## src/rtl/wiener_calc_mc_if.sv

```systemverilog
// Statistics, pixel-stream and status bundle for the multi-channel Wiener calculator.
interface wiener_calc_mc_if #(
  parameter int unsigned DATA_WIDTH = 8,
  parameter int unsigned CHANNELS   = 3
);
  logic                             stats_ready;
  logic [CHANNELS*2*DATA_WIDTH-1:0] mean_of_block;
  logic [CHANNELS*2*DATA_WIDTH-1:0] variance_of_block;
  logic [2*DATA_WIDTH-1:0]          noise_variance;
  logic                             bypass;
  logic [31:0]                      blocks_per_frame;
  logic [CHANNELS*DATA_WIDTH-1:0]   data_in;
  logic                             data_in_valid;
  logic                             in_ready;
  logic                             stats_busy;
  logic [CHANNELS*DATA_WIDTH-1:0]   data_out;
  logic                             data_out_valid;
  logic [31:0]                      data_count_out;
  logic                             block_done;
  logic                             frame_done;

  modport master (
    output stats_ready, mean_of_block, variance_of_block, noise_variance, bypass,
           blocks_per_frame, data_in, data_in_valid,
    input  in_ready, stats_busy, data_out, data_out_valid, data_count_out,
           block_done, frame_done
  );

  modport slave (
    input  stats_ready, mean_of_block, variance_of_block, noise_variance, bypass,
           blocks_per_frame, data_in, data_in_valid,
    output in_ready, stats_busy, data_out, data_out_valid, data_count_out,
           block_done, frame_done
  );
endinterface

```

## src/rtl/wiener_calc_mc.sv

```systemverilog
// Multi-channel Wiener pixel calculator: latches block statistics, derives one
// gain per channel with a shared restoring divider, then filters a block of pixels.
module wiener_calc_mc #(
  parameter int unsigned DATA_WIDTH    = 8,
  parameter int unsigned CHANNELS      = 3,
  parameter int unsigned TOTAL_SAMPLES = 64,
  parameter int unsigned GAIN_FRAC     = 8
) (
  input logic              clk,
  input logic              rst_n,
  wiener_calc_mc_if.slave  bus
);
  localparam int unsigned DW    = DATA_WIDTH;
  localparam int unsigned GF    = GAIN_FRAC;
  localparam int unsigned VW    = 2 * DW;
  localparam int unsigned RW    = VW + 1;
  localparam int unsigned GW    = GF + 1;
  localparam int unsigned PW    = GF + DW + 3;
  localparam int unsigned XW    = CHANNELS * DW;
  localparam int unsigned CH_W  = (CHANNELS > 1) ? $clog2(CHANNELS) : 1;
  localparam int unsigned BIT_W = $clog2(GF + 1);
  localparam int unsigned CNT_W = $clog2(TOTAL_SAMPLES + 1);
  localparam logic [DW-1:0]        MAX_PIX = '1;
  localparam logic signed [PW-1:0] RND     = PW'(2 ** (GF - 1));

  typedef enum logic [1:0] {IDLE, CALC, STREAM} state_t;

  state_t            state, state_next;
  logic [DW-1:0]     mean_q [CHANNELS];
  logic [VW-1:0]     var_q  [CHANNELS];
  logic [GW-1:0]     gain_q [CHANNELS];
  logic [VW-1:0]     noise_q;
  logic              bypass_q;
  logic [CH_W-1:0]   div_ch;
  logic [BIT_W-1:0]  div_bit;
  logic [RW-1:0]     div_rem;
  logic [GF-1:0]     div_q;
  logic [CNT_W-1:0]  pix_cnt;
  logic              tag_q;
  logic [31:0]       blk_cnt;

  logic              s0_valid, s0_last, s0_tag, s0_byp;
  logic [XW-1:0]     s0_pix;
  logic              s1_valid, s1_last, s1_tag, s1_byp;
  logic [XW-1:0]     s1_pix;
  logic signed [PW-1:0] s1_p    [CHANNELS];
  logic [DW-1:0]        s1_mean [CHANNELS];

  logic stats_acc, pix_acc, pix_last, calc_done;
  assign stats_acc = (state == IDLE) && bus.stats_ready;
  assign pix_acc   = bus.data_in_valid && bus.in_ready;
  assign pix_last  = pix_acc && (pix_cnt == CNT_W'(TOTAL_SAMPLES - 1));
  assign calc_done = (state == CALC) && (div_bit == BIT_W'(GF)) && (div_ch == CH_W'(CHANNELS - 1));

  // State register
  always_ff @(posedge clk or negedge rst_n) begin
    if (!rst_n) state <= IDLE;
    else        state <= state_next;
  end

  // Next-state decode
  always_comb begin
    state_next = state;
    case (state)
      IDLE:    if (bus.stats_ready) state_next = bus.bypass ? STREAM : CALC;
      CALC:    if (calc_done)       state_next = STREAM;
      STREAM:  if (pix_last)        state_next = IDLE;
      default: state_next = IDLE;
    endcase
  end

  // Mean saturation ahead of the statistics latch
  logic [DW-1:0] mean_sat [CHANNELS];
  logic [VW-1:0] mean_fld;
  always_comb begin
    mean_fld = '0;
    for (int c = 0; c < CHANNELS; c++) begin
      mean_fld    = bus.mean_of_block[c*VW +: VW];
      mean_sat[c] = (mean_fld > VW'(MAX_PIX)) ? MAX_PIX : mean_fld[DW-1:0];
    end
  end

  // Statistics latch, taken only on the IDLE accept
  always_ff @(posedge clk or negedge rst_n) begin
    if (!rst_n) begin
      for (int c = 0; c < CHANNELS; c++) begin
        mean_q[c] <= '0;
        var_q[c]  <= '0;
      end
      noise_q  <= '0;
      bypass_q <= 1'b0;
    end else if (stats_acc) begin
      for (int c = 0; c < CHANNELS; c++) begin
        mean_q[c] <= mean_sat[c];
        var_q[c]  <= bus.variance_of_block[c*VW +: VW];
      end
      noise_q  <= bus.noise_variance;
      bypass_q <= bus.bypass;
    end
  end

  // One restoring-division step; a channel with var <= noise yields all-zero bits
  logic [VW-1:0] div_var;
  logic [RW-1:0] div_cur, div_diff;
  logic          div_ok, div_bit_val;
  always_comb begin
    div_var     = var_q[div_ch];
    div_ok      = div_var > noise_q;
    div_cur     = (div_bit == '0) ? (div_ok ? RW'(div_var - noise_q) : '0) : div_rem;
    div_bit_val = div_ok && (div_cur >= RW'(div_var));
    div_diff    = div_bit_val ? (div_cur - RW'(div_var)) : div_cur;
  end

  // Divider sequencing and gain write-back, channel 0 first
  always_ff @(posedge clk or negedge rst_n) begin
    if (!rst_n) begin
      for (int c = 0; c < CHANNELS; c++) gain_q[c] <= '0;
      div_ch  <= '0;
      div_bit <= '0;
      div_rem <= '0;
      div_q   <= '0;
    end else if (stats_acc) begin
      div_ch  <= '0;
      div_bit <= '0;
    end else if (state == CALC) begin
      div_rem <= {div_diff[RW-2:0], 1'b0};
      div_q   <= GF'({div_q, div_bit_val});
      if (div_bit == BIT_W'(GF)) begin
        gain_q[div_ch] <= {div_q, div_bit_val};
        div_bit        <= '0;
        div_ch         <= CH_W'(div_ch + 1'b1);
      end else begin
        div_bit <= BIT_W'(div_bit + 1'b1);
      end
    end
  end

  // Per-block pixel counter and block tag (tag separates drain outputs from the new block)
  always_ff @(posedge clk or negedge rst_n) begin
    if (!rst_n) begin
      pix_cnt <= '0;
      tag_q   <= 1'b0;
    end else if (stats_acc) begin
      pix_cnt <= '0;
      tag_q   <= ~tag_q;
    end else if (pix_acc) begin
      pix_cnt <= CNT_W'(pix_cnt + 1'b1);
    end
  end

  // Signed difference and gain product per channel
  logic signed [DW:0]   d_c [CHANNELS];
  logic signed [PW-1:0] p_c [CHANNELS];
  always_comb begin
    for (int c = 0; c < CHANNELS; c++) begin
      d_c[c] = $signed({1'b0, s0_pix[c*DW +: DW]}) - $signed({1'b0, mean_q[c]});
      p_c[c] = PW'($signed({1'b0, gain_q[c]})) * PW'(d_c[c]);
    end
  end

  // Round, re-add mean and clamp to the pixel range
  logic [XW-1:0]        out_c;
  logic signed [PW-1:0] r_c;
  logic [DW-1:0]        o_c;
  always_comb begin
    out_c = '0;
    r_c   = '0;
    o_c   = '0;
    for (int c = 0; c < CHANNELS; c++) begin
      r_c = ((s1_p[c] + RND) >>> GF) + PW'($signed({1'b0, s1_mean[c]}));
      if (r_c[PW-1])            o_c = '0;
      else if (|r_c[PW-2:DW])   o_c = MAX_PIX;
      else                      o_c = r_c[DW-1:0];
      out_c[c*DW +: DW] = s1_byp ? s1_pix[c*DW +: DW] : o_c;
    end
  end

  // Input capture, multiply stage
  always_ff @(posedge clk or negedge rst_n) begin
    if (!rst_n) begin
      s0_valid <= 1'b0; s0_last <= 1'b0; s0_tag <= 1'b0; s0_byp <= 1'b0; s0_pix <= '0;
      s1_valid <= 1'b0; s1_last <= 1'b0; s1_tag <= 1'b0; s1_byp <= 1'b0; s1_pix <= '0;
      for (int c = 0; c < CHANNELS; c++) begin
        s1_p[c]    <= '0;
        s1_mean[c] <= '0;
      end
    end else begin
      s0_valid <= pix_acc;
      if (pix_acc) begin
        s0_pix  <= bus.data_in;
        s0_last <= pix_last;
        s0_tag  <= tag_q;
        s0_byp  <= bypass_q;
      end
      s1_valid <= s0_valid;
      if (s0_valid) begin
        s1_pix  <= s0_pix;
        s1_last <= s0_last;
        s1_tag  <= s0_tag;
        s1_byp  <= s0_byp;
        for (int c = 0; c < CHANNELS; c++) begin
          s1_p[c]    <= p_c[c];
          s1_mean[c] <= mean_q[c];
        end
      end
    end
  end

  // Registered outputs, output count and frame tracking
  logic [31:0] bpf_c;
  assign bpf_c = (bus.blocks_per_frame == 32'd0) ? 32'd1 : bus.blocks_per_frame;

  always_ff @(posedge clk or negedge rst_n) begin
    if (!rst_n) begin
      bus.in_ready       <= 1'b0;
      bus.stats_busy     <= 1'b0;
      bus.data_out       <= '0;
      bus.data_out_valid <= 1'b0;
      bus.data_count_out <= '0;
      bus.block_done     <= 1'b0;
      bus.frame_done     <= 1'b0;
      blk_cnt            <= '0;
    end else begin
      bus.in_ready       <= (state == STREAM) && !pix_last;
      bus.stats_busy     <= (state_next != IDLE);
      bus.data_out_valid <= s1_valid;
      bus.block_done     <= s1_valid && s1_last;
      bus.frame_done     <= 1'b0;
      if (s1_valid) bus.data_out <= out_c;
      if (stats_acc)                       bus.data_count_out <= '0;
      else if (s1_valid && s1_tag == tag_q) bus.data_count_out <= 32'(bus.data_count_out + 32'd1);
      if (s1_valid && s1_last) begin
        if (32'(blk_cnt + 32'd1) >= bpf_c) begin
          bus.frame_done <= 1'b1;
          blk_cnt        <= '0;
        end else begin
          blk_cnt <= 32'(blk_cnt + 32'd1);
        end
      end
    end
  end
endmodule
```

## src/flat_wrapper.sv

```systemverilog
// flat-port wrapper written by rule: the top's interface ports become plain ports
module wiener_calc_mc_flat 
#(
  parameter int unsigned DATA_WIDTH    = 8,
  parameter int unsigned CHANNELS      = 3,
  parameter int unsigned TOTAL_SAMPLES = 64,
  parameter int unsigned GAIN_FRAC     = 8
)
  (clk, rst_n, bus_stats_ready, bus_mean_of_block, bus_variance_of_block, bus_noise_variance, bus_bypass, bus_blocks_per_frame, bus_data_in, bus_data_in_valid, bus_in_ready, bus_stats_busy, bus_data_out, bus_data_out_valid, bus_data_count_out, bus_block_done, bus_frame_done);
  wiener_calc_mc_if #(.DATA_WIDTH(DATA_WIDTH), .CHANNELS(CHANNELS)) bus_i ();
  input logic clk;
  input logic rst_n;
  input wire logic [$bits(bus_i.stats_ready)-1:0] bus_stats_ready;
  input wire logic [$bits(bus_i.mean_of_block)-1:0] bus_mean_of_block;
  input wire logic [$bits(bus_i.variance_of_block)-1:0] bus_variance_of_block;
  input wire logic [$bits(bus_i.noise_variance)-1:0] bus_noise_variance;
  input wire logic [$bits(bus_i.bypass)-1:0] bus_bypass;
  input wire logic [$bits(bus_i.blocks_per_frame)-1:0] bus_blocks_per_frame;
  input wire logic [$bits(bus_i.data_in)-1:0] bus_data_in;
  input wire logic [$bits(bus_i.data_in_valid)-1:0] bus_data_in_valid;
  output wire logic [$bits(bus_i.in_ready)-1:0] bus_in_ready;
  output wire logic [$bits(bus_i.stats_busy)-1:0] bus_stats_busy;
  output wire logic [$bits(bus_i.data_out)-1:0] bus_data_out;
  output wire logic [$bits(bus_i.data_out_valid)-1:0] bus_data_out_valid;
  output wire logic [$bits(bus_i.data_count_out)-1:0] bus_data_count_out;
  output wire logic [$bits(bus_i.block_done)-1:0] bus_block_done;
  output wire logic [$bits(bus_i.frame_done)-1:0] bus_frame_done;
  assign bus_i.stats_ready = bus_stats_ready;
  assign bus_i.mean_of_block = bus_mean_of_block;
  assign bus_i.variance_of_block = bus_variance_of_block;
  assign bus_i.noise_variance = bus_noise_variance;
  assign bus_i.bypass = bus_bypass;
  assign bus_i.blocks_per_frame = bus_blocks_per_frame;
  assign bus_i.data_in = bus_data_in;
  assign bus_i.data_in_valid = bus_data_in_valid;
  assign bus_in_ready = bus_i.in_ready;
  assign bus_stats_busy = bus_i.stats_busy;
  assign bus_data_out = bus_i.data_out;
  assign bus_data_out_valid = bus_i.data_out_valid;
  assign bus_data_count_out = bus_i.data_count_out;
  assign bus_block_done = bus_i.block_done;
  assign bus_frame_done = bus_i.frame_done;
  wiener_calc_mc #(.DATA_WIDTH(DATA_WIDTH), .CHANNELS(CHANNELS), .TOTAL_SAMPLES(TOTAL_SAMPLES), .GAIN_FRAC(GAIN_FRAC)) u_core (.clk(clk), .rst_n(rst_n), .bus(bus_i));
endmodule
```

## config.mk

```make
export PLATFORM = sky130hd
export DESIGN_NAME = wiener_calc_mc_flat
export DESIGN_NICKNAME = d
export VERILOG_FILES = /design/src/rtl/wiener_calc_mc_if.sv /design/src/rtl/wiener_calc_mc.sv /design/src/flat_wrapper.sv
export SDC_FILE = /design/constraint.sdc
export NUM_CORES = 1
export LEC_CHECK = 0
export BUFFER_PORTS_ARGS = -buffer_cell sky130_fd_sc_hd__clkbuf_2
export CAP_MARGIN = 0
export CORE_ASPECT_RATIO = 1.5
export CORE_MARGIN = 3
export CORE_UTILIZATION = 50
export CTS_BUF_LIST = sky130_fd_sc_hd__clkbuf_8
export DETAILED_ROUTE_END_ITERATION = 6
export PLACE_DENSITY_LB_ADDON = 0.25
export SKIP_LAST_GASP = 1
export SLEW_MARGIN = 30
export SYNTH_ARGS = -nofsm -noshare
export SYNTH_HDL_FRONTEND = slang
export SYNTH_SLANG_ARGS = --single-unit
```

## constraint.sdc

```tcl
create_clock -name clk -period 8.2 [get_ports clk]
set_input_delay 0.41 -clock clk [delete_from_list [all_inputs] [get_ports clk]]
set_output_delay 0.41 -clock clk [all_outputs]
set_load 0.05 [all_outputs]
```

==> results by group <==
Run status
  – Status: complete, no violations

Setup path
  – Slowest-stage cell, CP: fa_1
  – Endpoint class of the critical path: register
  – CP dominant cell by count: fa_1
  – Critical path's largest stage delay: 0.54 ns
  – CP required: 8.73 ns
  – Type of origin of the critical path: register
  – CP delay by family, top: adder cells
  – Data arrival, critical path: 8.15 ns
  – R2R setup slack: 0.58 ns
  – R2r worst-path depth: 29
  – CP bufs+invs: 4
  – Crit-path max FO: 11
  – Crit path kind: register to register
  – WP depth: 29

Routing
  – Drt drc: 0
  – DR pass1 iterations: 5
  – Vias: 22400
  – Vias/cell: 5.48
  – DR iter-0 viols: 1020
  – Routed Antenna Nets: 0
  – Routed WL: 73600 um
  – Routed wire length per instance: 18.0 um

Yosys
  – Post-Synthesis Cells: 3025
  – Syn Nets: 3629
  – Synth top area share: 0.326
  – Most common flop cell mapped by yosys: dfrtp_1
  – Mapped Area: 28000 um^2
  – Synth warnings: 0
  – Synth cell types: 76
  – Area contributors post-synth: dfrtp_1, ha_1, fa_1
  – Post-synthesis async set-or-reset flop share: 1.00
  – Yosys top cell by area: dfrtp_1
  – Syn_area_per_cell: 9.27 um^2
  – #FFs+latches synth: 365
  – Sequential share of the synthesized area: 0.326
  – Post-synth EDFFs: 0

Placed design
  – Dpl hpwl: 56000 um
  – I/O Buffers: 233
  – Gpl congestion: 0.907
  – Setup WS pre-CTS: 0.569 ns

STA
  – Final cycle utilization of the critical path: 0.929
  – Setup WS post-layout: 0.579 ns
  – Final hold slack: 0.0413 ns
  – Fin crit period: 7.62 ns
  – Final hold vios: 0
  – Max_slew headroom: 0.372
  – Worst-margin pin slew: 0.942 ns
  – Setup Skew: 0.0321 ns
  – RSZ-0062 raised after global routing: false
  – Setup TNS: 0 ns
  – Final setup viols: 0
  – Final Max Slew Viols: 0
  – Achievable Freq: 131 MHz

Floorplanning
  – Num rows: 105
  – Starting Density: 0.509
  – Die Wd: 199 um
  – Core area: 55000 um^2
  – Die height: 296 um
  – Ports: 234
  – Die area: 59000 um^2

Global route
  – Pin count of the biggest net entering global routing: 101
  – Initial antenna violation count: 5
  – GR Overflow Total: 0
  – GRT Total Usage: 0.254
  – Global-route wire length before repair: 121000 um
  – Number of global-route vias before repair: 24100

Power and ir drop
  – Combinational share of power: 0.511
  – Pwr dens: 271 nW/um^2
  – Clock network fraction of total power: 0.191
  – Sequential power share: 0.298
  – Leakage power: 0.0162 uW
  – Switching Fraction: 0.443
  – Net Sw Power: 3870 uW
  – VDD IR max: 0.000310 V
  – Cell-internal power: 4870 uW

Run
  – Max-cap viol count: 0

Finish
  – P&R area growth vs syn: 14.8%
  – NumNets Final: 3955
  – Fillcell total: 4740
  – Ratio of cells with drive above 1 in the final layout: 0.144

Clocking
  – Num CTS Buffers: 59
  – CTS Buffer Depth: 3
  – CTS clk-pin slew, worst paths: 0.07 ns
  – CTS Hold Buffers Added: 102
  – Root Driver: clkbuf_8
  – CTS tree: yes
  – # clock sinks: 365
  – Setup Buffers After CTS: 0
  – Worst skew pair latency: 0.67 ns
  – Post-CTS Resized: 0
  – Max H-tree Level: 2

Min path
  – Hold depth: 3
  – HP Class: input pin to register
[cells in the mapped netlist, types with 51 or more instances]
library cell / n
fa_1: 155
xnor2_1: 100
nand2b_1: 61
nand3_1: 65
ha_1: 276
xor2_1: 79
dfrtp_1: 365
and2_1: 131
mux2_2: 103
o21ai_0: 136
inv_1: 278
nand2_1: 477
nor2_1: 214
a21o_1: 51
a21oi_1: 94
clkbuf_1: 75
[placed cells by master (no fill, tap or decap), types with 20 or more instances in the layout]
cell type / instances
nor2b_1: 21
mux2i_1: 31
and2_1: 131
nor3_1: 27
clkbuf_8: 75
dlygate4sd3_1: 102
and3_1: 27
xnor2_1: 100
a21oi_1: 94
a22o_1: 21
buf_4: 20
nand3_1: 65
nand2b_1: 61
o21ai_0: 136
o31ai_1: 21
clkbuf_2: 232
nor2_1: 213
nand2_1: 475
a21o_1: 51
dfrtp_1: 363
mux2_2: 103
xor2_1: 79
inv_1: 287
ha_1: 276
nand4_1: 32
fa_1: 155
[registers in the layout, summed over array words and instances (netlist names), 8 cells and up]
signal and count:
u_core.bus.data_count_out 32, u_core.s1_mean 24, u_core.var_q 48, u_core.noise_q 16
u_core.bus.data_out 24, u_core.mean_q 24, u_core.s1_pix 24, u_core.div_rem 16
u_core.blk_cnt 32, u_core.div_q 8, u_core.s1_p 36, u_core.gain_q 27
u_core.s0_pix 24
[logic make-up after synthesis]
| kind of cell | synth area share |
|---|---|
| simple gates | 0.186 |
| fa+ha+maj | 0.234 |
| compound gates | 0.0960 |
| buf+inv | 0.0501 |
| flops | 0.326 |
| xor+xnor | 0.0559 |
| mux | 0.0524 |
[area by class of cell]
type                    count  area, um^2  share of cell area
clock inverters            32         210             0.00653
repair buffers            357        2370              0.0736
flip-flops and latches    365        9140               0.284
well taps                 695         870              0.0270
multi-input cells        2288       17500               0.544
inverters                 280        1050              0.0326
diodes                      3        7.51            0.000233
clock buffers              75        1030              0.0321
[per-stage QoR]
step | total power [uW] | instance area (um^2) | utilization | std cells
floorplan | 5790 | 28000 | - | 3025
global placement | 6890 | 29900 | 0.543 | 3883
detailed placement | 7030 | 29900 | 0.543 | 3883
CTS | 8780 | 32200 | 0.584 | 4092
global route | 9400 | 32200 | 0.585 | 4093
finish | 8730 | 32200 | 0.585 | 4095
[layer usage]
metal | vias to the layer above | global-route usage | wire (um)
li1 | 10700 | - | -
met1 | 11100 | 0.301 | 29500
met2 | 462 | 0.466 | 38200
met3 | 156 | 0.0426 | 3290
met4 | 4 | 0.0871 | 2490
met5 | - | 0 | 27
[worst min-delay path: cells and delay by family]
family	cells	cell delay [ns]
AO/OA/AOI/OAI	1	0.11
AND/OR/NAND/NOR	1	0.05
buffers and inverters	1	0.08
[final timing paths]
check / end / from
setup / recovery: u_core.s1_p[37] / u_core.s0_pix[8]
min in group asynchronous: u_core.bus.data_out[7] / rst_n
max in group asynchronous: u_core.var_q[17] / rst_n
hold reg to reg: u_core.var_q[30] / u_core.var_q[30]
setup reg to reg: u_core.s1_p[37] / u_core.s0_pix[8]
hold / removal: u_core.mean_q[10] / bus_mean_of_block[18]
[power by group through the flow]
stage	sequential [uW]	combinational (uW)	clock, uW
2_1_floorplan	2690	3090	0
3_3_place_gp	2600	4280	0
3_5_place_dp	2620	4410	0
4_1_cts	2600	4470	1710
5_1_grt	2650	4940	1800
6_report	2600	4460	1670
No activity file was read; power rests on OpenSTA's default activity.
